`src/rtl/init_llr_loader.sv`:
```
// Channel-LLR loader: saturates incoming soft samples and writes one ping-pong half
// of NUM_BANKS LLR RAM banks per frame, with occupancy tracking and abort on lock loss.
module init_llr_loader #(
    parameter int IN_W      = 12,
    parameter int DATA_W    = 11,
    parameter int ADDR_W    = 6,
    parameter int NUM_BANKS = 10
) (
    input  logic                     wrclk,
    input  logic                     reset,
    input  logic                     start_read,
    input  logic                     input_en,
    input  logic                     frame_lock,
    input  logic signed [IN_W-1:0]   data_in,
    input  logic                     buf_release,
    output logic [DATA_W-1:0]        data_Lch,
    output logic [ADDR_W-1:0]        wr_addr_Lch,
    output logic                     wr_addr_high_Lch,
    output logic [NUM_BANKS-1:0]     wren_Lch,
    output logic                     data_ready,
    output logic                     data_full,
    output logic                     frame_abort,
    output logic                     sat_flag
);
    localparam int BANK_W = (NUM_BANKS > 1) ? $clog2(NUM_BANKS) : 1;
    localparam logic signed [IN_W-1:0] SAT_POS = IN_W'((2 ** (DATA_W - 1)) - 1);
    localparam logic signed [IN_W-1:0] SAT_NEG = -SAT_POS;

    typedef enum logic [1:0] {IDLE = 2'd0, LOAD = 2'd1, UNLOCK = 2'd2} state_t;

    state_t              state;
    logic [BANK_W-1:0]   bank;
    logic [ADDR_W-1:0]   cnt;
    logic [1:0]          occ, occ_nxt;
    logic [DATA_W-1:0]   sat_val;
    logic                sat_hit;
    logic                last_write, frame_done, rel;

    // Symmetric clamp so the most negative code never reaches the decoder.
    always_comb begin
        sat_val = data_in[DATA_W-1:0];
        sat_hit = 1'b0;
        if (data_in > SAT_POS) begin
            sat_val = SAT_POS[DATA_W-1:0];
            sat_hit = 1'b1;
        end else if (data_in < SAT_NEG) begin
            sat_val = SAT_NEG[DATA_W-1:0];
            sat_hit = 1'b1;
        end
    end

    assign last_write = (bank == BANK_W'(NUM_BANKS - 1)) && (cnt == '1);
    assign frame_done = (state == LOAD) && frame_lock && input_en && last_write;
    assign rel        = buf_release && (occ != 2'd0);

    always_comb begin
        occ_nxt = occ;
        if (frame_done && !rel)      occ_nxt = occ + 2'd1;
        else if (!frame_done && rel) occ_nxt = occ - 2'd1;
    end

    always_ff @(posedge wrclk or negedge reset) begin
        if (!reset) begin
            state            <= IDLE;
            bank             <= '0;
            cnt              <= '0;
            occ              <= '0;
            data_Lch         <= '0;
            wr_addr_Lch      <= '0;
            wr_addr_high_Lch <= 1'b1;
            wren_Lch         <= '0;
            data_ready       <= 1'b0;
            data_full        <= 1'b0;
            frame_abort      <= 1'b0;
            sat_flag         <= 1'b0;
        end else begin
            data_ready  <= 1'b0;
            frame_abort <= 1'b0;
            sat_flag    <= 1'b0;
            occ         <= occ_nxt;
            data_full   <= (occ_nxt == 2'd2);
            case (state)
                IDLE: begin
                    wren_Lch    <= '0;
                    wr_addr_Lch <= '0;
                    if (start_read && occ < 2'd2) begin
                        wr_addr_high_Lch <= ~wr_addr_high_Lch;
                        bank             <= '0;
                        cnt              <= '0;
                        state            <= LOAD;
                    end
                end
                LOAD: begin
                    if (!frame_lock) begin
                        wren_Lch    <= '0;
                        frame_abort <= 1'b1;
                        state       <= UNLOCK;
                    end else if (input_en) begin
                        data_Lch    <= sat_val;
                        sat_flag    <= sat_hit;
                        wren_Lch    <= NUM_BANKS'(1) << bank;
                        wr_addr_Lch <= cnt;
                        cnt         <= cnt + ADDR_W'(1);
                        if (cnt == '1) begin
                            if (last_write) begin
                                data_ready <= 1'b1;
                                bank       <= '0;
                                state      <= IDLE;
                            end else begin
                                bank <= bank + BANK_W'(1);
                            end
                        end
                    end else begin
                        wren_Lch <= '0;
                    end
                end
                // Partial half is dropped; a restart rewrites the same half.
                UNLOCK: begin
                    wren_Lch    <= '0;
                    wr_addr_Lch <= '0;
                    if (start_read && frame_lock) begin
                        bank  <= '0;
                        cnt   <= '0;
                        state <= LOAD;
                    end
                end
                default: begin
                    wren_Lch    <= '0;
                    wr_addr_Lch <= '0;
                    state       <= IDLE;
                end
            endcase
        end
    end
endmodule
```
`config.mk`:
```
export PLATFORM = sky130hd
export DESIGN_NAME = init_llr_loader
export DESIGN_NICKNAME = d
export VERILOG_FILES = /design/src/rtl/init_llr_loader.sv
export SDC_FILE = /design/constraint.sdc
export NUM_CORES = 1
export LEC_CHECK = 0
export BUFFER_PORTS_ARGS = -buffer_cell sky130_fd_sc_hd__buf_4
export CORE_MARGIN = 4
export CORE_UTILIZATION = 50
export CTS_BUF_LIST = sky130_fd_sc_hd__clkbuf_2 sky130_fd_sc_hd__clkbuf_4 sky130_fd_sc_hd__clkbuf_8
export DETAILED_ROUTE_END_ITERATION = 8
export MAX_ROUTING_LAYER = met4
export PLACE_DENSITY_LB_ADDON = 0.05
export SETUP_SLACK_MARGIN = 0.5
export SLEW_MARGIN = 25
export SYNTH_ARGS = -nofsm -noshare
export SYNTH_HDL_FRONTEND = slang
export SYNTH_SLANG_ARGS = --single-unit
```
`constraint.sdc`:
```
create_clock -name wrclk -period 1.57 [get_ports wrclk]
set_input_delay 0.0785 -clock wrclk [delete_from_list [all_inputs] [get_ports wrclk]]
set_output_delay 0.0785 -clock wrclk [all_outputs]
set_load 0.005 [all_outputs]
```
Word level (Yosys, flattened, before mapping) --
Index checks and enable logic that the tools add are counted.
Storage, ports and cells: register bits 46, output and inout port bits 32, logic and storage cells 95
Operators by class: add/sub/neg operators 4, magnitude comparators 3, eq/ne operators 13, shift operators 1, muxes and demuxes 41, bitwise logic cells 1, reductions and logical operators 20
Operator list (count):
- $mux 6 | 7
- $mux 10 | 3
- $mux 4 | 6
- $mux 11 | 2
- $pmux 6 s3 | 1
- $mux 2 | 8
- $gt 12x11->1 const B | 1
- $lt 12x11->1 const B | 1
- $mux 1 | 12
- $pmux 4 s3 | 1
- $reduce_and 5->1 | 2
- $shl 1x4->10 const A | 1
- $logic_and 1x1->1 | 9
- $ne 2x2->1 const B | 4
- $add 6x1->6 const B | 1
- $eq 6x6->1 const B | 1
- $ne 3x3->1 const B | 2
- $pmux 2 s3 | 1
- $reduce_and 6->1 | 1
- $add 4x1->4 const B | 1
- $eq 2x2->1 const B | 2
- $eq 4x4->1 const B | 1
- $reduce_and 2->1 | 2
- $ne 3x2->1 const B | 1
- other kinds (11) | 12

Longest topological paths before layout --
Gate-level depths: netlist of the first run.
depth in word-level cells 9, gate-level depth with buffers 6, gate-level depth less buffers 6

Least setup slack after synthesis of the first run --
OpenSTA, ideal clock, no wires.
path kind flip-flop to flip-flop, from register bank[1], to register data_full, setup time 0.125 ns, data arrival time 1.502 ns, path slack -0.057 ns, cell stages (with the launch flop) 7, buffers on the path 0, cells stage by stage dfrtp_1 > inv_1 > ha_1 > nand3b_1 > nor4_4 > mux2i_1 > mux2_2
Between the ends: longest elaborated chain between the ends 8
RTL lines:
- start: declaration | RTL line 32 | logic [BANK_W-1:0] bank;
- start signal: assignment | RTL line 110 | bank <= bank + BANK_W'(1);
- $eq 4x4->1 (*) | RTL line 52 | assign last_write = (bank == BANK_W'(NUM_BANKS - 1)) && (cnt == '1);
- $logic_and 1x1->1 (*) | RTL line 52
- $logic_and 1x1->1 (*) | RTL line 53 | assign frame_done = (state == LOAD) && frame_lock && input_en && last_write;
- $logic_not 1->1 | RTL line 59 | else if (!frame_done && rel) occ_nxt = occ - 2'd1;
- $logic_and 1x1->1 | RTL line 59
- $mux 2 | RTL line 59
- $mux 2 (*) | RTL line 58 | if (frame_done && !rel) occ_nxt = occ + 2'd1;
- $eq 2x2->1 (*) | RTL line 81 | data_full <= (occ_nxt == 2'd2);
- end signal: assignment | RTL line 81
- end: declaration | RTL line 21 | output logic data_full,
Mark *: on every way between the ends. The rest lies on a longest branch, timed or not. A chain may end at the register's enable or synchronous reset.

Final worst setup path of the first run --
from register bank[1], to register state[0]
Between the ends: longest elaborated chain between the ends 4
RTL lines:
- $eq 4x4->1 | RTL line 52
- $logic_and 1x1->1 | RTL line 52
- $ne 3x3->1 (no source line)
- $reduce_and 5->1 (no source line)
- end signal: assignment | RTL line 64 | state <= IDLE;
- end signal: assignment | RTL line 90 | state <= LOAD;
- end signal: assignment | RTL line 97 | state <= UNLOCK;
- end: declaration | RTL line 31 | state_t state;
Every way passes these cells.

==> results of run 1 <==
-- cells by family (layout without fill, tap and decap cells) --
kind of cell	after synthesis	count (layout)	synth area share, %
flip-flops	46	46	53.4
AND/OR/NAND/NOR	80	80	19.6
AO/OA/AOI/OAI	41	41	13.9
buffers and inverters	16	99	2.78
multiplexers	6	6	2.84
adder cells (fa/ha/maj)	8	8	4.64
XOR/XNOR	7	7	2.84
-- per-layer routing --
layer / track usage, % / part of all wire [%] / vias up
met5: - / 0 / -
met4: 5.23 / 1.9 / 0
met3: 3.28 / 4.6 / 10
met2: 37.8 / 52 / 46
met1: 26.3 / 42 / 929
li1: - / - / 883
-- power groups by stage --
stage          sequential [W]  clock, W  combinational (W)
2_1_floorplan         0.00165         0           0.000724
3_3_place_gp          0.00161         0            0.00132
3_5_place_dp          0.00161         0            0.00136
4_1_cts               0.00160  0.000903            0.00165
5_1_grt               0.00163  0.000970            0.00195
6_report              0.00160  0.000896            0.00180
-- area by class of cell --
type / count / area share [%]
Sequential cell: 46 / 35.0
Timing Repair Buffer: 83 / 22.0
Multi-Input combinational cell: 142 / 36.8
Clock buffer: 6 / 2.32
Tap cell: 50 / 1.90
Inverter: 8 / 0.912
Clock inverter: 2 / 1.14
-- metrics by stage --
step / util [%] / hold WS [ns] / setup slack, ns / setup TNS (ns) / area [µm²]
4_1_cts: 78.3 / 0.00373 / -0.00593 / -0.00593 / 3200
5_1_grt: 80.6 / 0.00266 / -0.139 / -0.673 / 3290
2_1_floorplan: - / -0.217 / -0.0571 / -0.0571 / 2260
6_report: 80.6 / 0.00418 / -0.0463 / -0.151 / 3290
3_5_place_dp: 68.0 / 0.113 / -0.0278 / -0.0278 / 2780
3_3_place_gp: 68.0 / 0.111 / 0.0149 / 0 / 2780
-- flip-flops by register name (all words and copies together) (netlist names) --
register	count
data_Lch	11
wren_Lch	10
cnt	6
wr_addr_Lch	6
bank	4
occ	2
state	2
data_full	1
data_ready	1
frame_abort	1
sat_flag	1
wr_addr_high_Lch	1
-- what timing repair did --
| item | 4_1_cts | 5_1_grt |
|---|---|---|
| endpoints found under the hold margin | 45 | 0 |
| buffers inserted | 5 | 3 |
| endpoints found under the setup margin | 45 | 46 |
| pin swaps | 11 | 4 |
| cloned | 2 | 0 |
| resized for setup | 42 | 16 |
| hold buffers | 1 | 0 |
-- tightest hold or removal path: stages --
cell                       delay, ns
sky130_fd_sc_hd__buf_4          0.08
sky130_fd_sc_hd__nand2_1        0.04
sky130_fd_sc_hd__nand3b_1       0.07
-- cell usage after synthesis, types with 2 or more instances --
cell type,instances
sky130_fd_sc_hd__dfrtp_1,45
sky130_fd_sc_hd__nand2_1,29
sky130_fd_sc_hd__nor2_1,18
sky130_fd_sc_hd__a21o_1,11
sky130_fd_sc_hd__a211oi_1,10
sky130_fd_sc_hd__clkbuf_1,8
sky130_fd_sc_hd__ha_1,8
sky130_fd_sc_hd__inv_1,8
sky130_fd_sc_hd__xnor2_1,7
sky130_fd_sc_hd__a22o_1,6
sky130_fd_sc_hd__and2_1,5
sky130_fd_sc_hd__mux2i_1,5
sky130_fd_sc_hd__and3_1,4
sky130_fd_sc_hd__nand3_1,4
sky130_fd_sc_hd__nor3_1,4
sky130_fd_sc_hd__nor4_1,4
sky130_fd_sc_hd__o21ai_0,4
sky130_fd_sc_hd__a21oi_1,2
sky130_fd_sc_hd__a31oi_1,2
sky130_fd_sc_hd__nand2b_1,2
sky130_fd_sc_hd__nand3b_1,2
sky130_fd_sc_hd__o2bb2ai_1,2
-- final timing paths --
path | start | end | depth (start not counted)
setup / recovery | bank[1]$_DFFE_PN0P_ | state[0]$_DFFE_PN0P_ | 7
max in group asynchronous | reset | data_ready$_DFF_PN0_ | 2
hold / removal | data_in[0] | data_Lch[0]$_DFFE_PN0P_ | 3
min in group asynchronous | reset | sat_flag$_DFF_PN0_ | 2
hold reg to reg | data_Lch[7]$_DFFE_PN0P_ | data_Lch[7]$_DFFE_PN0P_ | 1
setup reg to reg | bank[1]$_DFFE_PN0P_ | state[0]$_DFFE_PN0P_ | 7
==> metrics.sh, run 1 <==
NUMCLOCKSINKS=46
TIMING_WORST_SETUP_PATH_TYPE='reg2reg'
CP_DATA_ARRIVAL_TIME_NS=1.81
FINAL_MAX_SLEW_VIOL_COUNT=0
YOSYS_WARNINGS=0
TOTAL_POWER_W=0.00430
SYN_NETS=230
DRC_ERRORS=0
FLOORPLAN_DIE_AREA_UM2=5430
CTSHTREEMAXLEVEL=2
INTERNAL_PORTION_OF_TOTAL_POWER_W=0.00291
FIN_CRIT_NS=1.62
YOSYS_MOST_USED_DFF='sky130_fd_sc_hd__dfrtp_1'
FIN_SKEW_NS=0.00629
INITIAL_ANTENNA_VIOLATION_COUNT=0
PLACE_INST=318
CTS_MAX_PATH_BUFFERS=2
HOLDCRITPATHCLASS='in2reg'
CRITICAL_PATH.CELL_CHAIN='inv_2 -> ha_4 -> nand3b_1 -> buf_4 -> nor3_2 -> nand2_1 -> a31o_2'
COMB_POWER_SHARE_PCT=41.9
FAILING_CHECKS='negative setup slack'
CLK_PIN_SLEW_WORST_PATHS_NS=0.09
DRT_PRE_ANTENNA_ITERS=4
FLOORPLAN.DIE.WIDTH_UM=73.7
FILLERS=245
SYNTHESIS.AREA_UM2=2160
SYNTH_ENABLE_FLOP_CELLS=0
STD_CELL_ROWS=23
CORE_AREA_UM2=4090
FINAL_ANTENNA_NET_COUNT=0
CRIT_PATH_MAX_INCR_DELAY_NS=0.40
HOLD_VIOL_FINAL=0
GRT_START_MAX_NET_PINS=47
GRT.TOTAL_USAGE_PCT=21.7
FINALSETUPVIOLATIONS=6
DETAILROUTE.VIA_COUNT=1868
TRITONCTS='yes'
STATUS='finished with violations'
VIA_COUNT_OF_THE_FIRST_GLOBAL_ROUTING_PASS=1853
GRT.OVERFLOW.TOTAL=0
WL_PER_CELL_UM=16.7
SLEW_HEADROOM_PCT=62.5
CRITICAL_PATH_SLOWEST_STAGE_CELL='sky130_fd_sc_hd__dfrtp_1'
CRITICAL-PATH-TOP-DELAY-FAMILY='simple AND/OR/NAND/NOR gates'
YOSYS.AREA.TOP_TYPE_SHARE_PCT=52.1
SYNTH_CELL_TYPE_COUNT=36
LAYOUT.NETS=312
CRITICAL_PATH.STARTPOINT_TYPE='flop'
IO_PINS=50
FINAL_COMMON_CELL='sky130_fd_sc_hd__buf_4'
TOTALWIRELENGTH_UM=5620
SYNTH_TOP_CELLS_BY_AREA='sky130_fd_sc_hd__dfrtp_1 (52%), sky130_fd_sc_hd__nand2_1 (5.0%), sky130_fd_sc_hd__ha_1 (4.6%)'
GRT_SETUP_UNREPAIRED='true'
VDD.IR_DROP.WORST_uV=970
YOSYS.AREA.TOP_TYPE='sky130_fd_sc_hd__dfrtp_1'
FINAL_CELL_MIX='sky130_fd_sc_hd__buf_4 (72), sky130_fd_sc_hd__dfrtp_1 (45), sky130_fd_sc_hd__nand2_1 (24)'
RRSETUPSLACK_NS=-0.05
PATH_BUF_INV=2
YS_ASYNC_SR_FRACTION_PCT=100
SHARE_CLK_OF_TOTAL_POWER_PCT=20.8
SYNTH_CELLS=204
REGAREA_UM2=1150
DP.FINAL_HPWL_UM=3350
POSTSYNTHREGISTERBITS=46
NUMBER_OF_MAX_CAP_VIOLATIONS=0
INSERTEDDIODECOUNT=0
IO_BUFFER_COUNT=49
FIN_CRIT_SH_PCT=103
MULTI_INPUT_COMBINATIONAL_CELL_AREA_UM2=1210
FINAL_LAYOUT_SIZE_SUFFIX_GT1_SHARE_PCT=47.0
SYN_AVG_CELL_AREA_UM2=10.6
CTSROOTBUFFERMASTER='sky130_fd_sc_hd__clkbuf_8'
WORSTPATHMAXFANOUT=5
TIGHTESTPINTRANSITION_NS=0.563
CRITICAL_PATH.ENDPOINT_TYPE='flop'
YOSYSSEQAREASHARE_PCT=53.4
CTS_MADE_BUFFERS=5
SWITCHING_SHARE_PCT=32.4
CLOCK_INSERTION_DELAY_WORST_SKEW_NS=0.30
CLOCK.FMAX_MHz=619
CP_DATA_REQUIRED_TIME_NS=1.76
DIE_HEIGHT_UM=73.7
FIN_WS_NS=-0.0463
AREA_GROWTH_SYN_TO_LAYOUT_PCT=52.4
POWER.DENSITY_CELL_AREA_nW_PER_UM2=1310
FINALNONFILLERCELLS=337
GP_CONGESTION=0.830
TOTAL_LEAKAGE_POWER_nW=1.69
FIRST_ITER_VIOLATIONS=124
FLOORPLAN.INITIALDENSITY_PCT=52.8
POWER_FRAC_SEQ_PCT=37.3
SWITCHING_POWER_W=0.00139
FIRST_PASS_GRT_WIRE_LENGTH_UM=8810
DETAIL_ROUTE.VIAS_PER_CELL=5.54
(Power assumes the default switching activity.)
==> inputs of run 2 (changes only) <==
--- a/config.mk
+++ b/config.mk
@@ -7,11 +7,10 @@
 export LEC_CHECK = 0
 export BUFFER_PORTS_ARGS = -buffer_cell sky130_fd_sc_hd__buf_4
 export CORE_MARGIN = 4
-export CORE_UTILIZATION = 50
-export CTS_BUF_LIST = sky130_fd_sc_hd__clkbuf_2 sky130_fd_sc_hd__clkbuf_4 sky130_fd_sc_hd__clkbuf_8
+export CORE_UTILIZATION = 48
 export DETAILED_ROUTE_END_ITERATION = 8
 export MAX_ROUTING_LAYER = met4
-export PLACE_DENSITY_LB_ADDON = 0.05
+export PLACE_DENSITY = 0.8
 export SETUP_SLACK_MARGIN = 0.5
 export SLEW_MARGIN = 25
 export SYNTH_ARGS = -nofsm -noshare
==> metrics.sh, run 2 (synthesis results as in run 1) <==
FIRST_ITER_VIOLATIONS=164
LARGEST_REGISTER_FFS=11
POWER_FRAC_SEQ_PCT=35.9
TIMING_WORST_SETUP_PATH_TYPE='reg2reg'
VIA_COUNT_OF_THE_FIRST_GLOBAL_ROUTING_PASS=1776
CLOCK_INSERTION_DELAY_WORST_SKEW_NS=0.31
TOP_REGISTER='data_Lch'
GRT_START_MAX_NET_PINS=47
FILLERS=239
PLACE_INST=319
FLOORPLAN.INITIALDENSITY_PCT=49.6
WL_PER_CELL_UM=17.1
GRT_SETUP_UNREPAIRED='true'
HOLDWS_NS=0.0102
STD_CELL_ROWS=24
DIE_HEIGHT_UM=75.1
FINISH.UTILIZATION_PCT=76.8
CP_DATA_REQUIRED_TIME_NS=1.76
GRT.OVERFLOW.TOTAL=0
DETAILROUTE.VIA_COUNT=1905
FLOORPLAN.DIE.WIDTH_UM=75.1
LAYOUT.NETS=316
INITIAL_ANTENNA_VIOLATION_COUNT=0
CTS_MADE_BUFFERS=5
INSERTEDDIODECOUNT=0
FIN_CRIT_SH_PCT=104
PLACEMENT.SETUP.WORST_SLACK_NS=-0.0476
IO_PINS=50
NUMBER_OF_MAX_CAP_VIOLATIONS=0
NUMCLOCKSINKS=46
CORE_AREA_UM2=4350
TIGHTESTPINTRANSITION_NS=0.577
FIN_SKEW_NS=0.0135
INTERNAL_PORTION_OF_TOTAL_POWER_W=0.00309
FAILING_CHECKS='negative setup slack'
STATUS='finished with violations'
FINAL_ANTENNA_NET_COUNT=0
CTSROOTBUFFERMASTER='sky130_fd_sc_hd__clkbuf_8'
FINAL_COMMON_CELL='sky130_fd_sc_hd__buf_4'
DETAIL_ROUTE.VIAS_PER_CELL=5.55
MULTI_INPUT_COMBINATIONAL_CELL_AREA_UM2=1200
FINALNONFILLERCELLS=343
COMB_POWER_SHARE_PCT=40.6
SWITCHING_POWER_W=0.00142
AREA_GROWTH_SYN_TO_LAYOUT_PCT=54.8
CLK_PIN_SLEW_WORST_PATHS_NS=0.10
VDD.IR_DROP.WORST_uV=767
POWER.DENSITY_CELL_AREA_nW_PER_UM2=1350
CTSHTREEMAXLEVEL=2
FINAL_LAYOUT_SIZE_SUFFIX_GT1_SHARE_PCT=49.5
TOTALWIRELENGTH_UM=5860
DRT_PRE_ANTENNA_ITERS=4
SWITCHING_SHARE_PCT=31.6
FIN_CRIT_NS=1.63
GP_CONGESTION=0.819
SLEW_HEADROOM_PCT=61.5
DP.FINAL_HPWL_UM=3390
TRITONCTS='yes'
DRC_ERRORS=0
CTS_MAX_PATH_BUFFERS=2
FIN_WS_NS=-0.0642
FINAL_MAX_SLEW_VIOL_COUNT=0
SETUP-TNS-FINAL_NS=-0.0933
SHARE_CLK_OF_TOTAL_POWER_PCT=23.4
HOLD_VIOL_FINAL=0
FIRST_PASS_GRT_WIRE_LENGTH_UM=8720
GRT.TOTAL_USAGE_PCT=21.2
FINAL_CELL_MIX='sky130_fd_sc_hd__buf_4 (73), sky130_fd_sc_hd__dfrtp_1 (44), sky130_fd_sc_hd__nand2_1 (24)'
WORSTPATHMAXFANOUT=5
CRITICAL_PATH.STARTPOINT_TYPE='flop'
CLOCK.FMAX_MHz=612
REG.LARGEST.LIST='data_Lch (11), wren_Lch (10)'
TOTAL_LEAKAGE_POWER_nW=1.68
FLOORPLAN_DIE_AREA_UM2=5640
CP_DATA_ARRIVAL_TIME_NS=1.82
FINALSETUPVIOLATIONS=4
CRITICAL_PATH.ENDPOINT_TYPE='flop'
IO_BUFFER_COUNT=49
REGAREA_UM2=1150
HOLDCRITPATHCLASS='in2reg'
-- run 2: cell types whose count changed in the layout (fill, tap and decap cells not counted), moves of 3 or more --
cell	before	now
sky130_fd_sc_hd__and3_1	3	0
sky130_fd_sc_hd__and3_4	1	4
sky130_fd_sc_hd__and2_4	0	3
sky130_fd_sc_hd__and2_1	5	2
-- run 2: power groups by stage --
stage | clock network [W] | registers [W] | logic [W]
detailed placement | 0 | 0.00161 | 0.00135
global placement | 0 | 0.00161 | 0.00131
global route | 0.00111 | 0.00165 | 0.00197
finish | 0.00106 | 0.00162 | 0.00183
CTS | 0.00107 | 0.00161 | 0.00164
floorplan | 0 | 0.00165 | 0.000724
-- run 2: per-layer routing --
metal | part of all wire, % | GRT usage, % | routed length (µm)
met5 | 0 | - | 0
met4 | 2.9 | 6.72 | 169
met3 | 4.5 | 4.54 | 266
met2 | 49 | 31.9 | 2880
met1 | 43 | 28.6 | 2550
-- run 2: critical path, cell delays in order, from the launching register on --
cell and delay [ns]:
sky130_fd_sc_hd__dfrtp_2 0.46, sky130_fd_sc_hd__buf_6 0.14, sky130_fd_sc_hd__nand4b_1 0.35, sky130_fd_sc_hd__and3_4 0.32
sky130_fd_sc_hd__a2bb2oi_2 0.14, sky130_fd_sc_hd__o31ai_1 0.11
-- run 2: area by class of cell --
cell class	count	share of cell area (%)
Inverter	8	0.898
Sequential cell	46	34.5
Timing Repair Buffer	87	22.7
Clock inverter	3	2.06
Tap cell	52	1.95
Multi-Input combinational cell	142	35.9
Clock buffer	5	2.06
-- run 2: path summary, 6_finish.rpt --
path                       slack (ns)                       to               startpoint  cells after the start
setup / recovery                -0.06      bank[3]$_DFFE_PN0P_     state[0]$_DFFE_PN0P_                      5
hold / removal                   0.01    frame_abort$_DFF_PN0_               frame_lock                      2
setup reg to reg                -0.06      bank[3]$_DFFE_PN0P_     state[0]$_DFFE_PN0P_                      5
hold reg to reg                  0.48  data_Lch[2]$_DFFE_PN0P_  data_Lch[2]$_DFFE_PN0P_                      1
max in group asynchronous        0.85     state[0]$_DFFE_PN0P_                    reset                      2
min in group asynchronous        0.31  data_Lch[1]$_DFFE_PN0P_                    reset                      2
-- run 2: per-stage QoR --
| stage | instance area (µm²) | total power (W) |
|---|---|---|
| after floorplan | 2260 | 0.00238 |
| after global placement | 2790 | 0.00291 |
| after detailed placement | 2790 | 0.00296 |
| after CTS | 3200 | 0.00432 |
| after global routing | 3340 | 0.00473 |
| final | 3340 | 0.00451 |
-- run 2: timing repair --
| item | 4_1_cts | 5_1_grt |
|---|---|---|
| cloned | 2 | 0 |
| endpoints found under the setup margin | 44 | 46 |
| pin swaps | 14 | 15 |
| endpoints found under the hold margin | 45 | 0 |
| hold buffers | 1 | 0 |
| gates resized for setup | 39 | 25 |
| setup buffers | 8 | 5 |
==> inputs of run 3 (changes only) <==
--- a/config.mk
+++ b/config.mk
@@ -5,12 +5,13 @@
 export SDC_FILE = /design/constraint.sdc
 export NUM_CORES = 1
 export LEC_CHECK = 0
+export ABC_AREA = 1
 export BUFFER_PORTS_ARGS = -buffer_cell sky130_fd_sc_hd__buf_4
 export CORE_MARGIN = 4
-export CORE_UTILIZATION = 48
+export CORE_UTILIZATION = 30
 export DETAILED_ROUTE_END_ITERATION = 8
 export MAX_ROUTING_LAYER = met4
-export PLACE_DENSITY = 0.8
+export PLACE_DENSITY = 0.56
 export SETUP_SLACK_MARGIN = 0.5
 export SLEW_MARGIN = 25
 export SYNTH_ARGS = -nofsm -noshare
==> constraint.sdc (replaced) <==
create_clock -name wrclk -period 1.57 [get_ports wrclk]
set_input_delay 0.0785 -clock wrclk [delete_from_list [all_inputs] [get_ports wrclk]]
set_output_delay 0.0785 -clock wrclk [all_outputs]
set_load 0.05 [all_outputs]
==> metrics.sh, run 3 <==
NUMCLOCKSINKS=46
INTERNAL_PORTION_OF_TOTAL_POWER_W=0.00298
YOSYS.AREA.TOP_TYPE_SHARE_PCT=52.9
FLOORPLAN_DIE_AREA_UM2=8510
MULTIPLEXER_SHARE_OF_THE_SYNTHESIZED_AREA_PCT=0
CORE_AREA_UM2=6830
TOTAL_LEAKAGE_POWER_nW=1.59
REG.LARGEST.LIST='data_Lch (11), wren_Lch (10)'
POWER.DENSITY_CELL_AREA_nW_PER_UM2=1630
FIN_CRIT_SH_PCT=93.7
DRT_PRE_ANTENNA_ITERS=4
SYN_NETS=268
DETAIL_ROUTE.VIAS_PER_CELL=4.44
GRT.TOTAL_USAGE_PCT=13.0
FINAL_CELL_MIX='sky130_fd_sc_hd__buf_4 (69), sky130_fd_sc_hd__dfrtp_1 (45), sky130_fd_sc_hd__nand2_1 (38)'
STATUS='complete, no violations'
YS_TOP_CELLS_BY_COUNT='sky130_fd_sc_hd__nand2_1 (50), sky130_fd_sc_hd__dfrtp_1 (45), sky130_fd_sc_hd__inv_1 (31), sky130_fd_sc_hd__nor2_1 (31)'
POWER_FRAC_SEQ_PCT=31.4
SWITCHING_POWER_W=0.00236
SLEW_HEADROOM_PCT=61.9
STD_CELL_ROWS=30
CTS_MAX_PATH_BUFFERS=2
CTSHTREEMAXLEVEL=2
FIN_CRIT_NS=1.47
LAYOUT.NETS=351
SYNTH_TOP_CELLS_BY_AREA='sky130_fd_sc_hd__dfrtp_1 (53%), sky130_fd_sc_hd__nand2_1 (8.8%), sky130_fd_sc_hd__inv_1 (5.5%)'
CRITICAL_PATH.CELL_CHAIN='inv_2 -> ha_4 -> inv_2 -> nor3_2 -> nand4_1 -> nand3_1 -> nand2_2 -> nand2_2 -> inv_1'
CRIT_PATH_MAX_INCR_DELAY_NS=0.42
GRT.OVERFLOW.TOTAL=0
TIGHTESTPINTRANSITION_NS=0.572
PARITY_GATE_SHARE_OF_THE_SYNTHESIZED_AREA_COUNTING_XOR_AND_XNOR_CELLS_PCT=0.823
YOSYS_MOST_USED_DFF='sky130_fd_sc_hd__dfrtp_1'
INITIAL_ANTENNA_VIOLATION_COUNT=0
CRITICAL_PATH_SLOWEST_STAGE_CELL='sky130_fd_sc_hd__dfrtp_1'
VDD.IR_DROP.WORST_uV=804
AREA_GROWTH_SYN_TO_LAYOUT_PCT=54.4
FINAL_MAX_SLEW_VIOL_COUNT=0
CRITICAL-PATH-TOP-DELAY-FAMILY='simple AND/OR/NAND/NOR gates'
FIN_SKEW_NS=0.0120
SYNTH_CELL_TYPE_COUNT=30
YOSYS.AREA.TOP_TYPE='sky130_fd_sc_hd__dfrtp_1'
WORSTPATHMAXFANOUT=4
TOTALWIRELENGTH_UM=5310
GRT_SETUP_UNREPAIRED='true'
SYNTH_CELLS=242
YOSYS.AREA_SHARE.SIMPLE_PCT=25.0
FINALSETUPVIOLATIONS=0
TRITONCTS='yes'
YS_ASYNC_SR_FRACTION_PCT=100
FRACTION_OF_THE_MAPPED_NETLIST_AREA_IN_COMPOUND_GATES_PCT=8.64
GRT_START_MAX_NET_PINS=47
FINAL_LAYOUT_SIZE_SUFFIX_GT1_SHARE_PCT=49.1
FLOORPLAN.INITIALDENSITY_PCT=31.2
SYNTH_FA_HA_AREA_SHARE_PCT=4.70
CRITICAL_PATH.ENDPOINT_TYPE='flop'
POST_DP_CELL_AREA_UM2=2660
FLOORPLAN.DIE.WIDTH_UM=92.2
LARGEST_REGISTER_FFS=11
FIRST_PASS_GRT_WIRE_LENGTH_UM=8790
NUMBER_OF_MAX_CAP_VIOLATIONS=0
CLK_PIN_SLEW_WORST_PATHS_NS=0.08
DRC_ERRORS=0
PATH_BUF_INV=3
HOLDWS_NS=0.0119
SWITCHING_SHARE_PCT=44.2
SYN_AVG_CELL_AREA_UM2=8.79
DIE_HEIGHT_UM=92.2
CP_DATA_ARRIVAL_TIME_NS=1.66
TIMING_WORST_SETUP_PATH_TYPE='reg2reg'
GP_CONGESTION=0.843
DP.FINAL_HPWL_UM=3460
CRITICAL_PATH.STARTPOINT_TYPE='flop'
VIA_COUNT_OF_THE_FIRST_GLOBAL_ROUTING_PASS=1910
WL_PER_CELL_UM=12.6
CP_DATA_REQUIRED_TIME_NS=1.76
POSTSYNTHREGISTERBITS=46
YOSYSSEQAREASHARE_PCT=54.1
DOMINANT_COMBINATIONAL_CELL_FAMILY_BY_AREA_AFTER_SYNTHESIS='simple AND/OR/NAND/NOR gates'
HOLDCRITPATHCLASS='in2reg'
FINAL_COMMON_CELL='sky130_fd_sc_hd__buf_4'
CTSROOTBUFFERMASTER='sky130_fd_sc_hd__clkbuf_8'
AREA_OF_ALL_PLACED_CELLS_WITHOUT_FILLERS_UM2=3290
CLOCK_INSERTION_DELAY_WORST_SKEW_NS=0.30
SYNTHESIS.AREA_UM2=2130
SYNTH_ENABLE_FLOP_CELLS=0
FINAL_ANTENNA_NET_COUNT=0
HOLD_VIOL_FINAL=0
IO_BUFFER_COUNT=49
YOSYS_WARNINGS=0
FIRST_ITER_VIOLATIONS=76
CLOCK.FMAX_MHz=680
DETAILROUTE.VIA_COUNT=1873
IO_PINS=50
MOST_FREQUENTLY_USED_CELL_TYPE_IN_THE_POST_SYNTHESIS_NETLIST='sky130_fd_sc_hd__nand2_1'
INSERTEDDIODECOUNT=0
TOP_REGISTER='data_Lch'
SHARE_CLK_OF_TOTAL_POWER_PCT=14.0
CTS_MADE_BUFFERS=5
COMB_POWER_SHARE_PCT=54.6
==> run 3: cell count changes in the layout (fill, tap and decap cells not counted), sizes merged, moves of 6 or more <==
cell / before / now
a21oi: 2 / 14
nand2: 29 / 53
a21o: 11 / 0
nor2: 18 / 36
xnor2: 7 / 1
nand3: 5 / 16
inv: 8 / 31
buf: 86 / 76
a211oi: 10 / 1
a22o: 6 / 0
o21ai: 5 / 16
==> run 3: metrics by stage <==
stage                     instances  setup WS (ns)  setup TNS (ns)  utilization, %  total power, W
after global routing            422        -0.0151         -0.0151            48.1         0.00569
after floorplan                 242          0.219               0               -         0.00320
after global placement          386          0.128               0            38.9         0.00378
after detailed placement        386         0.0788               0            38.9         0.00379
final                           422         0.0989               0            48.1         0.00534
after CTS                       413          0.152               0            43.5         0.00487
==> run 3: area by class of cell <==
cell class | instances | area [µm²]
Sequential cell | 46 | 1150
Fill cell | 678 | 3540
Inverter | 33 | 154
Timing Repair Buffer | 79 | 672
Clock buffer | 8 | 90.1
Multi-Input combinational cell | 160 | 1100
Tap cell | 96 | 120
==> run 3: kinds of logic after synthesis <==
family / Yosys count
compound gates: 33
xor+xnor: 2
flops: 46
fa+ha+maj: 8
buf+inv: 37
simple gates: 116
==> run 3: layer usage <==
layer / GRT usage [%] / vias up / part of all wire (%)
li1: - / 938 / -
met1: 15.8 / 890 / 45
met2: 21.4 / 38 / 50
met3: 3.20 / 7 / 4.1
met4: 3.59 / 0 / 1.1
met5: - / - / 0
==> run 3: final timing paths <==
path                                               start                           end  slack (ns)  cells after the start
worst max-delay path                 bank[1]$_DFFE_PN0P_           data_full$_DFF_PN0_         0.1                      9
worst min-delay path                          frame_lock         frame_abort$_DFF_PN0_        0.01                      2
worst max register to register       bank[1]$_DFFE_PN0P_           data_full$_DFF_PN0_         0.1                      9
worst min register to register  data_Lch[10]$_DFFE_PN0P_      data_Lch[10]$_DFFE_PN0P_        0.50                      2
max in group asynchronous                          reset  wr_addr_high_Lch$_DFFE_PN1P_        0.85                      2
min in group asynchronous                          reset         wren_Lch[7]$_DFF_PN0_        0.33                      2
==> run 3: worst reg2reg max path, delay by kind of cell (launching register included) <==
| kind | cells | cell delay, ns |
|---|---|---|
| adders and majority gates | 1 | 0.12 |
| and+or+nand+nor | 5 | 0.66 |
| buffers and inverters | 3 | 0.16 |
| DFF | 1 | 0.42 |
==> run 3: repair_timing <==
action	4_1_cts	5_1_grt
pin swaps	13	18
resized for setup	22	62
setup endpoints to repair	42	44
gates cloned	1	1
hold endpoints to repair	46	0
hold buffers	2	0
buffers inserted	16	8
==> run 3: power groups by stage <==
stage	clock network [W]	logic [W]	registers (W)
6_report	0.000749	0.00292	0.00168
5_1_grt	0.000825	0.00315	0.00171
4_1_cts	0.000777	0.00243	0.00166
3_5_place_dp	0	0.00210	0.00170
3_3_place_gp	0	0.00208	0.00170
2_1_floorplan	0	0.000886	0.00231
